**src/rtl/keypad_scan_if.sv**
```systemverilog
// Keypad bus between the scanner (master) and the keypad/consumer side (slave).
interface keypad_scan_if;
    logic [3:0] row;
    logic [3:0] col;
    logic       newKey;
    logic [4:0] keyCode;

    modport master (input row, output col, output newKey, output keyCode);
    modport slave  (output row, input col, input newKey, input keyCode);
endinterface

```
**src/rtl/keypad_scan.sv**
```systemverilog
// 4x4 keypad scanner with row synchronizer, press/release debounce and key encoding.
// Optional auto-repeat while a key is held is enabled by defining KEYPAD_REPEAT_EN.
module keypad_scan #(
    parameter int unsigned SCAN_DIV = 1000,
    parameter int unsigned DEBOUNCE = 20000
`ifdef KEYPAD_REPEAT_EN
    , parameter int unsigned REPEAT_DELAY  = 8 * DEBOUNCE,
    parameter int unsigned REPEAT_PERIOD = 2 * DEBOUNCE
`endif
) (
    input  logic          clock,
    input  logic          reset,
    keypad_scan_if.master kp
);

    localparam int unsigned DIV_W = $clog2(SCAN_DIV);
    localparam int unsigned DB_W  = $clog2(DEBOUNCE);
    localparam logic [DIV_W-1:0] DIV_LAST = DIV_W'(SCAN_DIV - 1);
    localparam logic [DB_W-1:0]  DB_LAST  = DB_W'(DEBOUNCE - 1);

`ifdef KEYPAD_REPEAT_EN
    localparam int unsigned REP_MAX = (REPEAT_DELAY > REPEAT_PERIOD) ? REPEAT_DELAY : REPEAT_PERIOD;
    localparam int unsigned REP_W   = $clog2(REP_MAX);
    localparam logic [REP_W-1:0] REP_DELAY_LAST  = REP_W'(REPEAT_DELAY - 1);
    localparam logic [REP_W-1:0] REP_PERIOD_LAST = REP_W'(REPEAT_PERIOD - 1);
`endif

    typedef enum logic [1:0] {
        ST_SCAN,
        ST_DEBOUNCE,
        ST_HELD,
        ST_RELEASE
    } state_t;

    state_t            state, stateN;
    logic [3:0]        rowMeta, rowSync;
    logic [1:0]        k, kN;
    logic [DIV_W-1:0]  divCnt, divN;
    logic [DB_W-1:0]   dbCnt, dbN;
    logic [3:0]        rowPat, patN;
    logic [1:0]        rIdx, rN;
    logic [4:0]        keyCodeR, codeN;
    logic              newKeyR, nkN;
    logic [3:0]        rowsLow;
    logic              oneLow;
    logic [1:0]        lowIdx;

`ifdef KEYPAD_REPEAT_EN
    logic [REP_W-1:0]  repCnt, repN;
    logic              repFirst, repFirstN;
`endif

    function automatic logic [3:0] keyValue(input logic [1:0] r, input logic [1:0] c);
        logic [3:0] v;
        case ({r, c})
            4'h0: v = 4'h1;  4'h1: v = 4'h2;  4'h2: v = 4'h3;  4'h3: v = 4'hA;
            4'h4: v = 4'h4;  4'h5: v = 4'h5;  4'h6: v = 4'h6;  4'h7: v = 4'hB;
            4'h8: v = 4'h7;  4'h9: v = 4'h8;  4'hA: v = 4'h9;  4'hB: v = 4'hC;
            4'hC: v = 4'hE;  4'hD: v = 4'h0;  4'hE: v = 4'hF;  default: v = 4'hD;
        endcase
        return v;
    endfunction

    assign rowsLow = ~rowSync;
    assign oneLow  = (rowsLow != 4'b0000) && ((rowsLow & (rowsLow - 4'd1)) == 4'b0000);

    always_comb begin
        lowIdx = 2'd0;
        case (rowsLow)
            4'b0010: lowIdx = 2'd1;
            4'b0100: lowIdx = 2'd2;
            4'b1000: lowIdx = 2'd3;
            default: lowIdx = 2'd0;
        endcase
    end

    always_ff @(posedge clock) begin
        if (reset) begin
            rowMeta  <= '0;
            rowSync  <= '0;
            state    <= ST_SCAN;
            k        <= '0;
            divCnt   <= '0;
            dbCnt    <= '0;
            rowPat   <= '1;
            rIdx     <= '0;
            keyCodeR <= '0;
            newKeyR  <= 1'b0;
`ifdef KEYPAD_REPEAT_EN
            repCnt   <= '0;
            repFirst <= 1'b1;
`endif
        end else begin
            rowMeta  <= kp.row;
            rowSync  <= rowMeta;
            state    <= stateN;
            k        <= kN;
            divCnt   <= divN;
            dbCnt    <= dbN;
            rowPat   <= patN;
            rIdx     <= rN;
            keyCodeR <= codeN;
            newKeyR  <= nkN;
`ifdef KEYPAD_REPEAT_EN
            repCnt   <= repN;
            repFirst <= repFirstN;
`endif
        end
    end

    always_comb begin
        stateN = state;
        kN     = k;
        divN   = divCnt;
        dbN    = dbCnt;
        patN   = rowPat;
        rN     = rIdx;
        codeN  = keyCodeR;
        nkN    = 1'b0;
`ifdef KEYPAD_REPEAT_EN
        repN      = repCnt;
        repFirstN = repFirst;
`endif
        case (state)
            ST_SCAN: begin
                if (divCnt == DIV_LAST) begin
                    divN = '0;
                    if (oneLow) begin
                        patN   = rowSync;
                        rN     = lowIdx;
                        dbN    = '0;
                        stateN = ST_DEBOUNCE;
                    end else begin
                        kN = k + 2'd1;
                    end
                end else begin
                    divN = divCnt + 1'b1;
                end
            end
            ST_DEBOUNCE: begin
                if (rowSync == rowPat) begin
                    if (dbCnt == DB_LAST) begin
                        nkN    = 1'b1;
                        codeN  = {1'b1, keyValue(rIdx, k)};
                        dbN    = '0;
                        stateN = ST_HELD;
`ifdef KEYPAD_REPEAT_EN
                        repN      = '0;
                        repFirstN = 1'b1;
`endif
                    end else begin
                        dbN = dbCnt + 1'b1;
                    end
                end else begin
                    dbN    = '0;
                    divN   = '0;
                    kN     = k + 2'd1;
                    stateN = ST_SCAN;
                end
            end
            ST_HELD: begin
                // Any low row (original or a second key in this column) keeps us here.
                if (rowSync == 4'b1111) begin
                    dbN    = '0;
                    stateN = ST_RELEASE;
`ifdef KEYPAD_REPEAT_EN
                    repN      = '0;
                    repFirstN = 1'b1;
`endif
                end else begin
`ifdef KEYPAD_REPEAT_EN
                    if (repCnt == (repFirst ? REP_DELAY_LAST : REP_PERIOD_LAST)) begin
                        nkN       = 1'b1;
                        repN      = '0;
                        repFirstN = 1'b0;
                    end else begin
                        repN = repCnt + 1'b1;
                    end
`endif
                end
            end
            ST_RELEASE: begin
                if (rowSync == 4'b1111) begin
                    if (dbCnt == DB_LAST) begin
                        dbN    = '0;
                        divN   = '0;
                        kN     = k + 2'd1;
                        stateN = ST_SCAN;
                    end else begin
                        dbN = dbCnt + 1'b1;
                    end
                end else begin
                    dbN    = '0;
                    stateN = ST_HELD;
                end
            end
            default: stateN = ST_SCAN;
        endcase
        // Guarantees a gap between pulses even with a degenerate repeat period.
        if (newKeyR) nkN = 1'b0;
    end

    assign kp.col     = ~(4'b0001 << k);
    assign kp.newKey  = newKeyR;
    assign kp.keyCode = keyCodeR;

endmodule

```
**src/flat_wrapper.sv**
```systemverilog
// flat-port wrapper written by rule: the top's interface ports become plain ports
module keypad_scan_flat 
#(
    parameter int unsigned SCAN_DIV = 1000,
    parameter int unsigned DEBOUNCE = 20000

)
  (clock, reset, kp_row, kp_col, kp_newKey, kp_keyCode);
  keypad_scan_if kp_i ();
  input  logic clock;
  input  logic reset;
  input wire logic [$bits(kp_i.row)-1:0] kp_row;
  output wire logic [$bits(kp_i.col)-1:0] kp_col;
  output wire logic [$bits(kp_i.newKey)-1:0] kp_newKey;
  output wire logic [$bits(kp_i.keyCode)-1:0] kp_keyCode;
  assign kp_i.row = kp_row;
  assign kp_col = kp_i.col;
  assign kp_newKey = kp_i.newKey;
  assign kp_keyCode = kp_i.keyCode;
  keypad_scan #(.SCAN_DIV(SCAN_DIV), .DEBOUNCE(DEBOUNCE)) u_core (.clock(clock), .reset(reset), .kp(kp_i));
endmodule
```
**config.mk**
```make
export PLATFORM = sky130hd
export DESIGN_NAME = keypad_scan_flat
export DESIGN_NICKNAME = d
export VERILOG_FILES = /design/src/rtl/keypad_scan_if.sv /design/src/rtl/keypad_scan.sv /design/src/flat_wrapper.sv
export SDC_FILE = /design/constraint.sdc
export NUM_CORES = 1
export LEC_CHECK = 0
export BUFFER_PORTS_ARGS = -buffer_cell sky130_fd_sc_hd__buf_2
export CAP_MARGIN = 20
export CORE_MARGIN = 2
export CORE_UTILIZATION = 45
export DETAILED_ROUTE_END_ITERATION = 8
export GPL_TIMING_DRIVEN = 0
export PLACE_DENSITY_LB_ADDON = 0.2
export SETUP_SLACK_MARGIN = 0.02
export SKIP_LAST_GASP = 1
export SLEW_MARGIN = 0
export SYNTH_ARGS = -nofsm -noshare
export SYNTH_HDL_FRONTEND = slang
export SYNTH_SLANG_ARGS = --single-unit
export TNS_END_PERCENT = 20
```
**constraint.sdc**
```tcl
create_clock -name clock -period 1.8 [get_ports clock]
set_input_delay 0.27 -clock clock [delete_from_list [all_inputs] [get_ports clock]]
set_output_delay 0.27 -clock clock [all_outputs]
set_load 0.02 [all_outputs]
```
# Word level (Yosys, flattened, before mapping)
# Memories as Yosys holds them, arrays and structs flattened. A register that Yosys moved wholly into a read port is not among the register bits.
# Cells that the tools add are included.
# classes
add_sub_neg,4
n_eq_ne,19
shifts,1
n_mux,28
bitwise_logic,5
reduce_logical,12
# op_table
operator,n
two-way mux 15 bit,6
one-hot mux 15 bit (4 select lines),1
two-way mux 10 bit,4
one-hot mux 10 bit (3 select lines),1
two-way mux 2 bit,12
adder 15 x 1 -> 15 bit (second input constant),1
equality test 15 bit (second input constant),1
one-hot mux 2 bit (3 select lines),2
adder 10 x 1 -> 10 bit (second input constant),1
equality test 10 bit (second input constant),1
inequality test 2 x 1 -> 1 bit (second input constant),5
AND reduction 3 bit,3
equality test 4 bit (second input constant),2
NOT 4 bit,2
one-hot mux 2 bit (4 select lines),1
AND reduction 6 bit,1
AND reduction 5 bit,1
AND 4 bit,1
equality test 2 bit (second input constant),2
equality test 4 x 2 -> 1 bit (second input constant),1
equality test 4 x 3 -> 1 bit (second input constant),1
equality test 4 bit,1
zero test 4 bit,1
inequality test 2 bit (second input constant),2
other kinds (14),15
# word_totals
reg_bits,49
romBits,64
input_bits,6
out_inout_bits,10
wordCells,80
n_memories,1
# mem_list
memory,words,word_bits,rd,rd_clocked_by_memory_dff,wr,line,text
(no name shown),16,4,1,1,0,keypad_scan.sv:55,"case ({r, c})"

# Depth between registers and ports, before layout
# Gate-level depths: netlist of the first run.
# logic_depth
depth_word,8
mapped_depth,9
depth_no_buf,7

# Worst setup path before layout of the first run
# No wires, ideal clock.
# synth_path
path_type,reg-to-reg
from,reg u_core.divCnt[0]
to,reg u_core.dbCnt[11]
setup_time_ps,122
arrival_ps,1887
t_required_ps,1678
slack_ps,-208
stages_incl_launch_ff,10
path_buffers,2
period_less_slack_ps,2008
cell_sequence,dfxtp_1 -> ha_1 -> nand2_1 -> nor4_4 -> or3_1 -> buf_6 -> o31ai_4 -> nor2b_4 -> buf_6 -> a221o_1
# synth_between
elab_chain_len,3
# synth_lines
item,line,text
start: declaration,keypad_scan.sv:38,"logic [DIV_W-1:0] divCnt, divN;"
start signal: assignment,keypad_scan.sv:98,divCnt <= divN;
equality test 10 bit,keypad_scan.sv:126,if (divCnt == DIV_LAST) begin
inequality test 2 x 1 -> 1 bit (no line),n/a,
AND reduction 3 bit (no line),n/a,
end signal: assignment,keypad_scan.sv:99,dbCnt <= dbN;
end: declaration,keypad_scan.sv:39,"logic [DB_W-1:0] dbCnt, dbN;"
# No other way between the ends.
# A chain may end at the register's enable or synchronous reset.

# Worst setup path after layout of the first run
# layout_path
from,reg u_core.dbCnt[0]
to,reg u_core.k[1]
# layout_between
elab_chain_len,3
# layout_lines
item,line,text
equality test 15 bit,keypad_scan.sv:184,if (dbCnt == DB_LAST) begin
inequality test 2 x 1 -> 1 bit (no line),n/a,
AND reduction 6 bit (no line),n/a,
end signal: assignment,keypad_scan.sv:97,k <= kN;
end: declaration,keypad_scan.sv:37,"logic [1:0] k, kN;"
# No other way between the ends.

==> results of run 1 <==
-- sequential cells by signal, summed over array words and instances (netlist names) --
register / flops
u_core.rowPat: 4
u_core.k: 2
u_core.divCnt: 10
u_core.dbCnt: 15
u_core.rowSync: 4
u_core.rowMeta: 4
u_core.kp.keyCode: 5
u_core.state: 2
u_core.kp.newKey: 1
u_core.rIdx: 2
-- Yosys cell counts (all sizes together), types with 2 or more instances --
cell type / count / area share (%)
clkbuf: 9 / 1.3
nor3b: 5 / 1.4
or4: 2 / 0.58
a22o: 4 / 1.3
inv: 15 / 2.2
and2: 3 / 0.72
xor2: 2 / 0.67
xnor2: 7 / 2.4
o21a: 3 / 0.87
ha: 8 / 3.9
a221o: 5 / 1.9
nor2: 27 / 3.9
and4: 2 / 0.67
nor3: 10 / 1.9
a21oi: 19 / 3.7
o21ai: 10 / 2.1
and3: 15 / 3.6
dfxtp: 49 / 38
nor4: 2 / 1.1
nor2b: 14 / 3.7
mux2i: 6 / 2.3
a311oi: 2 / 0.67
a31oi: 2 / 0.48
nand3: 13 / 3.0
nand2: 16 / 2.3
buf: 8 / 2.7
a211oi: 2 / 1.1
a211o: 6 / 2.0
nand4: 5 / 1.2
or3: 4 / 0.96
nand3b: 2 / 0.58
-- layer usage --
| metal | global-route usage, % | wire [µm] | up-vias |
|---|---|---|---|
| li1 | - | - | 1150 |
| met1 | 23.8 | 2670 | 1084 |
| met2 | 32.6 | 2910 | 45 |
| met3 | 4.19 | 226 | 11 |
| met4 | 6.10 | 81 | 0 |
| met5 | 0 | 0 | - |
-- worst max path at each step --
| stage | from | end | slack, ns |
|---|---|---|---|
| finish | u_core.dbCnt[0] | u_core.k[1] | -0.15 |
| global placement | u_core.dbCnt[0] | u_core.divCnt[6] | -0.49 |
| floorplan | u_core.rowSync[3] | u_core.dbCnt[2] | -0.04 |
| detailed placement | u_core.dbCnt[0] | u_core.divCnt[6] | -0.49 |
| CTS | u_core.dbCnt[1] | u_core.k[1] | -0.16 |
| global route | u_core.dbCnt[0] | u_core.k[1] | -0.26 |
-- worst reg2reg max path, cell delays in order (launching register included) --
cell     delay [ns]
dfxtp_2        0.37
ha_4           0.13
and4_1         0.20
buf_6          0.11
nand4_1        0.23
o21a_1         0.29
nor3_4         0.23
mux2i_1        0.22
nor2_1         0.05
-- layout by cell type (no fill, tap or decap), types with 3 or more instances in the layout --
cell type and count:
buf_6 6, clkbuf_1 8, a211o_1 6, inv_1 12, a221o_1 5, nor2_1 26
dfxtp_4 4, dfxtp_1 31, nand2_2 3, o21a_1 3, ha_1 6, mux2i_1 6
and3_1 14, buf_2 17, clkbuf_8 5, o21ai_2 3, nor3_1 9, a22o_1 4
nand3_1 12, nand4_1 5, a21oi_1 18, buf_4 25, inv_2 3, or3_1 4
o21ai_0 5, dfxtp_2 14, nor2b_1 13, xnor2_1 7, nand2_1 13, and2_1 3
-- logic make-up (layout without fill, tap and decap cells) --
kind of cell	Yosys count	count (layout)	synth area share, %
simple gates	125	126	27.4
compound gates	61	61	18.1
flops	49	49	37.8
buf+inv	32	82	6.17
xor+xnor	9	9	3.04
fa+ha+maj	8	8	3.86
mux	8	8	3.61
-- power groups by stage --
stage          Combinational [mW]  Sequential [mW]  Clock, mW
2_1_floorplan              0.0548             1.13          0
3_3_place_gp               0.0756             1.13          0
3_5_place_dp               0.0767             1.13          0
4_1_cts                    0.0857             1.11      0.675
5_1_grt                     0.105             1.11      0.717
6_report                   0.0951             1.10      0.655
-- layout make-up --
type                       count  share of cell area [%]
buffer                        15                    3.08
clock buffer                   6                    2.23
clock inverter                 2                   0.461
inverter                      15                    1.73
multi-input combinational    212                    48.9
sequential                    49                    31.1
tap                           72                    2.77
timing repair buffer          44                    9.69
-- timing repair --
| action | in CTS | in global routing |
|---|---|---|
| endpoints found under the setup margin | 39 | 40 |
| resized for setup | 14 | 31 |
| pin swaps | 12 | 12 |
| setup buffers | 12 | 15 |
| gates cloned | 1 | 2 |
==> summary.md, run 1 <==
| Metric | Value |
|---|---|
| Outcome | finished, violations left |
| Failing checks | setup timing |
| Drt wl/cell | 14.2 µm |
| Nets | 356 |
| Clock group share of total power | 35.3% |
| Die W | 80.0 µm |
| Final Hold Fails | 0 |
| Final number of setup-violating endpoints | 31 |
| Max Clock Skew | 0.0150 ns |
| Reg power frac | 59.5% |
| Final Core Density | 58.7% |
| Worst hold-check path type | in -> reg |
| Largest net degree at the start of global routing | 16 |
| Bufs and invs on worst path | 1 |
| DR iter-0 viols | 70 |
| Via Count | 2290 |
| Vias in the first global route | 2117 |
| Reg2reg start | u_core.dbCnt[0] |
| Required @ worst endpoint | 1.98 ns |
| I/O Buffers | 15 |
| Leakage power | 1.34 nW |
| Share of cells above drive strength 1 | 32.1% |
| Power Dens Cells | 570 nW/µm² |
| Dpl ws | -0.487 ns |
| Worst-margin pin slew | 0.543 ns |
| Area of the multi-input gates | 1590 µm² |
| Period utilization | 108% |
| Finished Cell Area | 3250 µm² |
| Final slew viol count | 0 |
| Total CTS buffers | 5 |
| CP max stage cell | dfxtp_2 |
| # hold bufs at CTS | 0 |
| Placed cell count | 379 |
| Non-Filler Instances | 415 |
| Critical path depth | 8 |
| RSZ-0062 raised after global routing | true |
| Hold Path Depth | 2 |
| IO Pins | 16 |
| All-Layer GR Usage | 19.1% |
| First-pass GRT wire length | 9660 µm |
| Final Worst Setup Slack | -0.146 ns |
| Drt total wl | 5880 µm |
| Max-cap viol count | 0 |
| FFs w/ async S/R, synth | 0% |
| Die Y | 80.0 µm |
| R2R cell count | 8 |
| Arrival @ worst endpoint | 2.13 ns |
| WHS Endpoint | u_core.rowMeta[3] |
| Comb power frac | 5.1% |
| DRC Markers | 0 |
| Filler cell count | 496 |
| Core ar. | 5540 µm² |
| Slew HR | 63.8% |
| Synthesized Nets | 306 |
| Synth Warn # | 0 |
| GRT overflow | 0 |
| Antenna Violating Nets Remaining | 0 |
| Sequential Area | 1010 µm² |
| Internal | 1.41 mW |
| Placement row count | 27 |
| Full die area | 6390 µm² |
| CTS tree | built |
| Area after DPL | 2810 µm² |
| Dominant synthesized flop cell | dfxtp_1 |
| H-tree depth | 2 |
| DP HPWL | 3660 µm |
| CTS root buf | clkbuf_8 |
| Initial antenna violation count | 0 |
| CTS clock-pin slew for the worst setup and hold paths | 0.10 ns |
| Worst hold slack | 0.169 ns |
| Min-delay src | kp_row[3] |
| Final RePlAce weighted congestion | 0.811 |
| VDD IR max | 0.440 mV |
| Cell Chain, Critical Path | ha_4, and4_1, buf_6, nand4_1, o21a_1, nor3_4, mux2i_1, nor2_1 |
| Top Family by Delay on Critical Path | simple AND/OR/NAND/NOR gates |
| Mean Syn Cell Area | 8.89 µm² |
| Worst R2R Setup Slack | -0.15 ns |
| CP Capture Type | flip-flop |
| First-pass DRT Iterations | 4 |
| Initial Util | 46.9% |
| Layout area overhead | 25.3% |
| Antenna Cells | 0 |
| Cell area after synthesis | 2600 µm² |
| Flip-flop and latch count after synthesis | 49 |
| Clock tree sinks | 49 |
| Avg Vias per Cell | 5.52 |
| Skew-Pair Late Insertion Delay | 0.31 ns |
| Setup TNS | -1.77 ns |
| Achievable Freq | 514 MHz |
| Sw frac | 23.9% |
| CP Launch Type | flip-flop |
| CP Max Fanout | 4 |
| Sequential area share after synthesis | 37.8% |
| Power Total | 1.85 mW |
| FF-to-FF End | u_core.k[1] |
| Net Sw Power | 0.444 mW |
| Post-Syn Instances | 292 |
| Post-synth EDFFs | 0 |
| Slowest Stage Delay on Critical Path | 0.37 ns |
| Clock tree buffer depth | 2 |
| Kind of critical path | reg -> reg |
| Synth cell types | 54 |
| Fin crit period | 1.95 ns |
Power figures use the tool's default switching activity.
==> run 2: changes to the inputs <==
GPL_TIMING_DRIVEN = 1   (was 0)
clock period = 1.6 ns   (was 1.8 ns; I/O delays follow)
==> run 2 against run 1 <==
The flow still finishes with violations (setup timing). Core utilization grew 4.3 points. Non-clock buffer count grew 24. Clock skew shrank 0.0068 ns. Maximum frequency grew 7.8%. Critical path depth is the same. Setup slack lost 0.059 ns. First-iteration DRC count grew 73%. Worst hold slack lost 0.021 ns. Count of clock-buffer cells in the layout is the same. Critical endpoint is now u_core.divCnt[5]. Largest cell class unchanged. Largest power group unchanged.
==> summary.md, run 2 (synthesis results as in run 1) <==
| Metric | Value |
|---|---|
| Outcome | finished, violations left |
| Failing checks | setup timing |
| Bufs and invs on worst path | 1 (unchanged) |
| Fin crit period | 1.80 ns (-0.141 ns) |
| CP Capture Type | flip-flop |
| Die Y | 80.0 µm (unchanged) |
| Final Worst Setup Slack | -0.205 ns (-0.0589 ns) |
| Placement row count | 27 (unchanged) |
| All-Layer GR Usage | 19.7% (+0.66 points) |
| Total CTS buffers | 5 (unchanged) |
| Final number of setup-violating endpoints | 38 (+23%) |
| CP Max Fanout | 5 (+1) |
| Clock tree buffer depth | 2 (unchanged) |
| RSZ-0062 raised after global routing | true |
| Share of cells above drive strength 1 | 39.3% (+7.3 points) |
| Drt wl/cell | 13.1 µm (-7.6%) |
| Period utilization | 113% (+4.7 points) |
| Via Count | 2309 (+0.83%) |
| Non-Filler Instances | 438 (+5.5%) |
| Drt total wl | 5740 µm (-2.5%) |
| Arrival @ worst endpoint | 1.99 ns (-0.14 ns) |
| Achievable Freq | 554 MHz (+7.8%) |
| Kind of critical path | reg -> reg |
| Leakage power | 1.53 nW (+14%) |
| DR iter-0 viols | 121 (+73%) |
| Final Hold Fails | 0 (unchanged) |
| Skew-Pair Late Insertion Delay | 0.30 ns (about the same) |
| Required @ worst endpoint | 1.79 ns (-0.19 ns) |
| Critical path depth | 8 (unchanged) |
| Max-cap viol count | 0 (unchanged) |
| GRT overflow | 0 (unchanged) |
| Largest Register | u_core.dbCnt |
| Power Total | 2.11 mW (+13%) |
| Avg Vias per Cell | 5.27 (-4.5%) |
| Final RePlAce weighted congestion | 0.848 (+4.7%) |
| Slew HR | 75.7% (+12 points) |
| Core ar. | 5540 µm² (unchanged) |
| Top Family by Delay on Critical Path | compound AO/OA/AOI/OAI gates |
| Worst hold-check path type | in -> reg |
| Largest register FFs | 15 (unchanged) |
| CP Launch Type | flip-flop |
| CP max stage cell | dfxtp_4 |
| Cell Chain, Critical Path | ha_4, and4_4, nand4_1, buf_4, o21ai_4, o311ai_1, a21oi_1, nor2_1 |
| I/O Buffers | 15 (unchanged) |
| Full die area | 6390 µm² (unchanged) |
| Most common cell after layout, fill and taps aside | buf_4 |
| First-pass DRT Iterations | 4 (unchanged) |
| IO Pins | 16 (unchanged) |
| Final slew viol count | 0 (unchanged) |
| Antenna Cells | 0 (unchanged) |
| Clock tree sinks | 49 (unchanged) |
| Layout area overhead | 34.6% |
| # hold bufs at CTS | 0 (unchanged) |
| Slowest Stage Delay on Critical Path | 0.37 ns (about the same) |
| Die W | 80.0 µm (unchanged) |
| Commonest cells after routing, fill and taps aside | buf_4 (61), dfxtp_1 (34), nor2_1 (26) |
| Initial antenna violation count | 0 (unchanged) |
| Antenna Violating Nets Remaining | 0 (unchanged) |
| Setup TNS | -4.48 ns (-2.71 ns) |
| Finished Cell Area | 3490 µm² (+7.3%) |
| First-pass GRT wire length | 9960 µm (+3.1%) |
| Worst-margin pin slew | 0.362 ns (-0.181 ns) |
| CTS tree | built |
| Area after DPL | 3200 µm² (+14%) |
| CTS clock-pin slew for the worst setup and hold paths | 0.09 ns (about the same) |
| VDD IR max | 0.581 mV (+32%) |
| R2R cell count | 8 (unchanged) |
| Largest net degree at the start of global routing | 23 (+7) |
| Max Clock Skew | 0.00822 ns (-0.00677 ns) |
| Final Core Density | 63.1% (+4.3 points) |
| Power Dens Cells | 603 nW/µm² (+5.7%) |
| DP HPWL | 4020 µm (+9.8%) |
| H-tree depth | 2 (unchanged) |
| DRC Markers | 0 (unchanged) |
| CTS root buf | clkbuf_8 |
| Hold Path Depth | 2 (unchanged) |
| Vias in the first global route | 2194 (+3.6%) |
| Initial Util | 46.9% (unchanged) |
| Placed cell count | 424 (+12%) |
| Nets | 380 (+6.7%) |
## run 2: layout make-up
class	count	area [µm²]
clock buffers	6	82.6
clock inverters	1	6.26
fillers	499	2050
inverters	15	56.3
multi-input cells	212	1630
flip-flops and latches	49	1010
well taps	72	90.1
repair buffers	83	614
## run 2: per-stage QoR
step / hold WS (ns) / setup WS, ns
2_1_floorplan: 0.368 / -0.237
5_1_grt: 0.153 / -0.308
6_report: 0.148 / -0.205
3_3_place_gp: 0.425 / -0.280
3_5_place_dp: 0.426 / -0.324
4_1_cts: 0.136 / -0.165
## run 2: per-layer routing
metal | vias up | GRT usage [%] | part of all wire, %
met2 | 31 | 31.9 | 48
met3 | 6 | 3.96 | 2.7
met5 | - | 0 | 0
met4 | 0 | 6.10 | 1.2
met1 | 1080 | 26.4 | 49
li1 | 1192 | - | -
## run 2: power by group
group | total (mW) | switching, mW | internal [mW]
sequential | 1.24 | 0.0136 | 1.23
clock | 0.752 | 0.408 | 0.344
combinational | 0.110 | 0.0533 | 0.0570
## run 2: repair_timing
item | CTS | global route
buffers inserted | 4 | 2
gates cloned | 1 | 1
gates resized for setup | 27 | 17
setup endpoints to repair | 40 | 43
pin swaps | 14 | 13
## run 2: final timing paths
| path | start | to | slack, ns |
|---|---|---|---|
| setup / recovery | u_core.dbCnt[0] | u_core.divCnt[5] | -0.20 |
| hold / removal | kp_row[0] | u_core.rowMeta[0] | 0.15 |
| setup reg to reg | u_core.dbCnt[0] | u_core.divCnt[5] | -0.20 |
| hold reg to reg | u_core.rowMeta[0] | u_core.rowSync[0] | 0.44 |
==> run 3: changes to the inputs <==
ABC_AREA = 1   (was not set)
SLEW_MARGIN = not set   (was 0)
==> run 3 against run 2 <==
Core utilization down 6.9 points. Via count increased by 22%. Cell area increased by 0.90%. Count of clock-buffer cells in the layout shrank 1. Wire length is 9.8% higher. Setup slack gained 0.25 ns. Register-to-register slack better by 0.25 ns. Global-route usage fell by 1.0 points. Die area up 11%. Worst hold slack worse by 0.023 ns. Critical endpoint is now u_core.k[0]. The flow now finishes without violations.
==> summary.md, run 3 <==
| Metric | Value |
|---|---|
| Achievable Freq | 644 MHz (+16%) |
| Synth cell types | 29 (-46%) |
| Max Clock Skew | 0.00802 ns (-0.000197 ns) |
| Slowest Stage Delay on Critical Path | 0.44 ns (+0.07 ns) |
| Fin crit period | 1.55 ns (-0.252 ns) |
| Share of the synthesized area in the top cell type | 33.8% (-4.0 points) |
| Initial Util | 46.2% (-0.64 points) |
| # hold bufs at CTS | 0 (unchanged) |
| Layout area overhead | 21.5% |
| Vias in the first global route | 2538 (+16%) |
| Share of cells above drive strength 1 | 22.0% (-17 points) |
| Outcome | finished clean |
| Cell area after synthesis | 2900 µm² (+12%) |
| Total CTS buffers | 5 (unchanged) |
| Antenna Violating Nets Remaining | 0 (unchanged) |
| Slew HR | 77.5% (+1.8 points) |
| I/O Buffers | 15 (unchanged) |
| Post-synth EDFFs | 0 (unchanged) |
| Die W | 84.3 µm (+5.4%) |
| Most common cell in the synthesized netlist | nand2_1 |
| Commonest cells after routing, fill and taps aside | nand2_1 (121), inv_1 (66), nor2_1 (63) |
| Area after DPL | 3250 µm² (+1.8%) |
| CTS tree | built |
| H-tree depth | 2 (unchanged) |
| CP max stage cell | dfxtp_1 |
| Core ar. | 6280 µm² (+13%) |
| DP HPWL | 4750 µm (+18%) |
| Cell Chain, Critical Path | nand2_2, nor2_4, nand2_2, nor2_4, nor2_2, nor2_4, nand2_1, nand2_1, nand2_1, nor2_1 |
| Initial antenna violation count | 0 (unchanged) |
| CP Launch Type | flip-flop |
| Nets | 518 (+36%) |
| Synth Warn # | 0 (unchanged) |
| CTS clock-pin slew for the worst setup and hold paths | 0.10 ns (about the same) |
| Post-Syn Instances | 460 (+58%) |
| Final RePlAce weighted congestion | 0.847 (-0.11%) |
| Full die area | 7110 µm² (+11%) |
| Antenna Cells | 0 (unchanged) |
| Mean Syn Cell Area | 6.31 µm² (-29%) |
| Period utilization | 97.0% (-16 points) |
| Final Core Density | 56.1% (-6.9 points) |
| Placement row count | 29 (+7.4%) |
| Required @ worst endpoint | 1.84 ns (+0.05 ns) |
| First-pass GRT wire length | 11000 µm (+10%) |
| Worst hold-check path type | in -> reg |
| GRT overflow | 0 (unchanged) |
| Power Dens Cells | 637 nW/µm² (+5.7%) |
| Synth cell count leaders | nand2_1 (126), inv_1 (70), nor2_1 (67), dfxtp_1 (49), nand3_1 (31) |
| CTS root buf | clkbuf_8 |
| Final Hold Fails | 0 (unchanged) |
| Yosys top cell by area | dfxtp_1 |
| Leakage power | 1.70 nW (+11%) |
| Dominant synthesized flop cell | dfxtp_1 |
| Largest register FFs | 15 (unchanged) |
| Kind of critical path | reg -> reg |
| Avg Vias per Cell | 4.83 (-8.4%) |
| Skew-Pair Late Insertion Delay | 0.31 ns (about the same) |
| Clock tree buffer depth | 2 (unchanged) |
| VDD IR max | 0.445 mV (-23%) |
| Arrival @ worst endpoint | 1.80 ns (-0.19 ns) |
| Drt wl/cell | 10.8 µm (-17%) |
| Dpl ws | -0.0117 ns (+0.312 ns) |
| All-Layer GR Usage | 18.7% (-1.0 points) |
| RSZ-0062 raised after global routing | true |
| Die Y | 84.3 µm (+5.4%) |
| Finished Cell Area | 3520 µm² (+0.90%) |
| Largest net degree at the start of global routing | 19 (-17%) |
| Area contributors post-synth | dfxtp_1 (34%), nand2_1 (16%), inv_1 (9.1%) |
| Drt total wl | 6300 µm (+9.8%) |
| Final number of setup-violating endpoints | 0 (-100%) |
| CP Capture Type | flip-flop |
| CP Max Fanout | 4 (-1) |
| Worst-margin pin slew | 0.337 ns (-0.0252 ns) |
| DR iter-0 viols | 97 (-20%) |
| Most common cell after layout, fill and taps aside | nand2_1 |
| Final slew viol count | 0 (unchanged) |
| DRC Markers | 0 (unchanged) |
| Clock tree sinks | 49 (unchanged) |
| Flip-flop and latch count after synthesis | 49 (unchanged) |
| Final Worst Setup Slack | 0.0477 ns (+0.252 ns) |
| First-pass DRT Iterations | 4 (unchanged) |
| Largest Register | u_core.dbCnt |
| Via Count | 2810 (+22%) |
| Max-cap viol count | 0 (unchanged) |
| IO Pins | 16 (unchanged) |
| Sequential area share after synthesis | 33.8% (-4.0 points) |
| FFs w/ async S/R, synth | 0% (unchanged) |
| Power Total | 2.24 mW (+6.6%) |
| Worst hold slack | 0.125 ns (-0.0227 ns) |
| Synthesized Nets | 474 (+55%) |
-- run 3: cell types whose count changed after synthesis, moves of 11 or more --
cell     delta
nand3_1    +19
nor2_1     +40
and3_1     -15
nand2_2    +11
nor2b_1    -13
o21ai_0    +13
nand2_1   +110
inv_1      +55
-- run 3: cell type report --
cell class,count,area (µm²)
timing repair buffer,46,345
multi-input combinational,329,1690
clock buffer,5,68.8
clock inverter,3,46.3
sequential,49,1010
inverter,73,274
fill,622,2750
tap,77,96.3
-- run 3: final timing paths --
kind / cells past startpoint / endpoint / start / slack (ns)
worst max register to register: 10 / u_core.k[0] / u_core.dbCnt[4] / 0.05
worst min register to register: 2 / u_core.rowSync[0] / u_core.rowMeta[0] / 0.40
worst max-delay path: 10 / u_core.k[0] / u_core.dbCnt[4] / 0.05
worst min-delay path: 3 / u_core.rowMeta[2] / kp_row[2] / 0.13
-- run 3: metal layers --
metal  vias up  routed length [µm]  track usage [%]
met5         -                   0                0
met4         0                  70             4.84
met3         7                 209             3.24
met2        44                2980             31.7
met1      1242                3040             24.6
li1       1517                   -                -
-- run 3: logic make-up after synthesis --
family	share of synthesized area (%)
AOI/OAI and AO/OA	10.2
DFF	33.8
adders and majority gates	3.45
xor gates and xnor gates	0.604
buffers and inverters	11.5
and+or+nand+nor	40.4
-- run 3: repair_timing --
item	in CTS	in global routing
gates cloned	0	0
pin swaps	0	8
buffers inserted	0	4
endpoints found under the setup margin	9	43
gates resized for setup	3	41
-- run 3: per-stage QoR --
| step | setup TNS, ns | instances |
|---|---|---|
| 2_1_floorplan | 0 | 460 |
| 3_3_place_gp | 0 | 570 |
| 3_5_place_dp | -0.0121 | 570 |
| 4_1_cts | 0 | 578 |
| 5_1_grt | -0.392 | 582 |
| 6_report | 0 | 582 |
-- run 3: worst max-delay path: cells and delay by family, from the launching register on --
kind | cells | cell delay [ns]
and+or+nand+nor | 10 | 1.05
DFF | 1 | 0.44
-- run 3: power by group --
group          leakage, nW  internal [mW]  switching [mW]
Combinational         1.24         0.0377          0.0525
Clock               0.0543          0.468           0.440
Sequential           0.404           1.23          0.0147
Total                 1.70           1.74           0.508
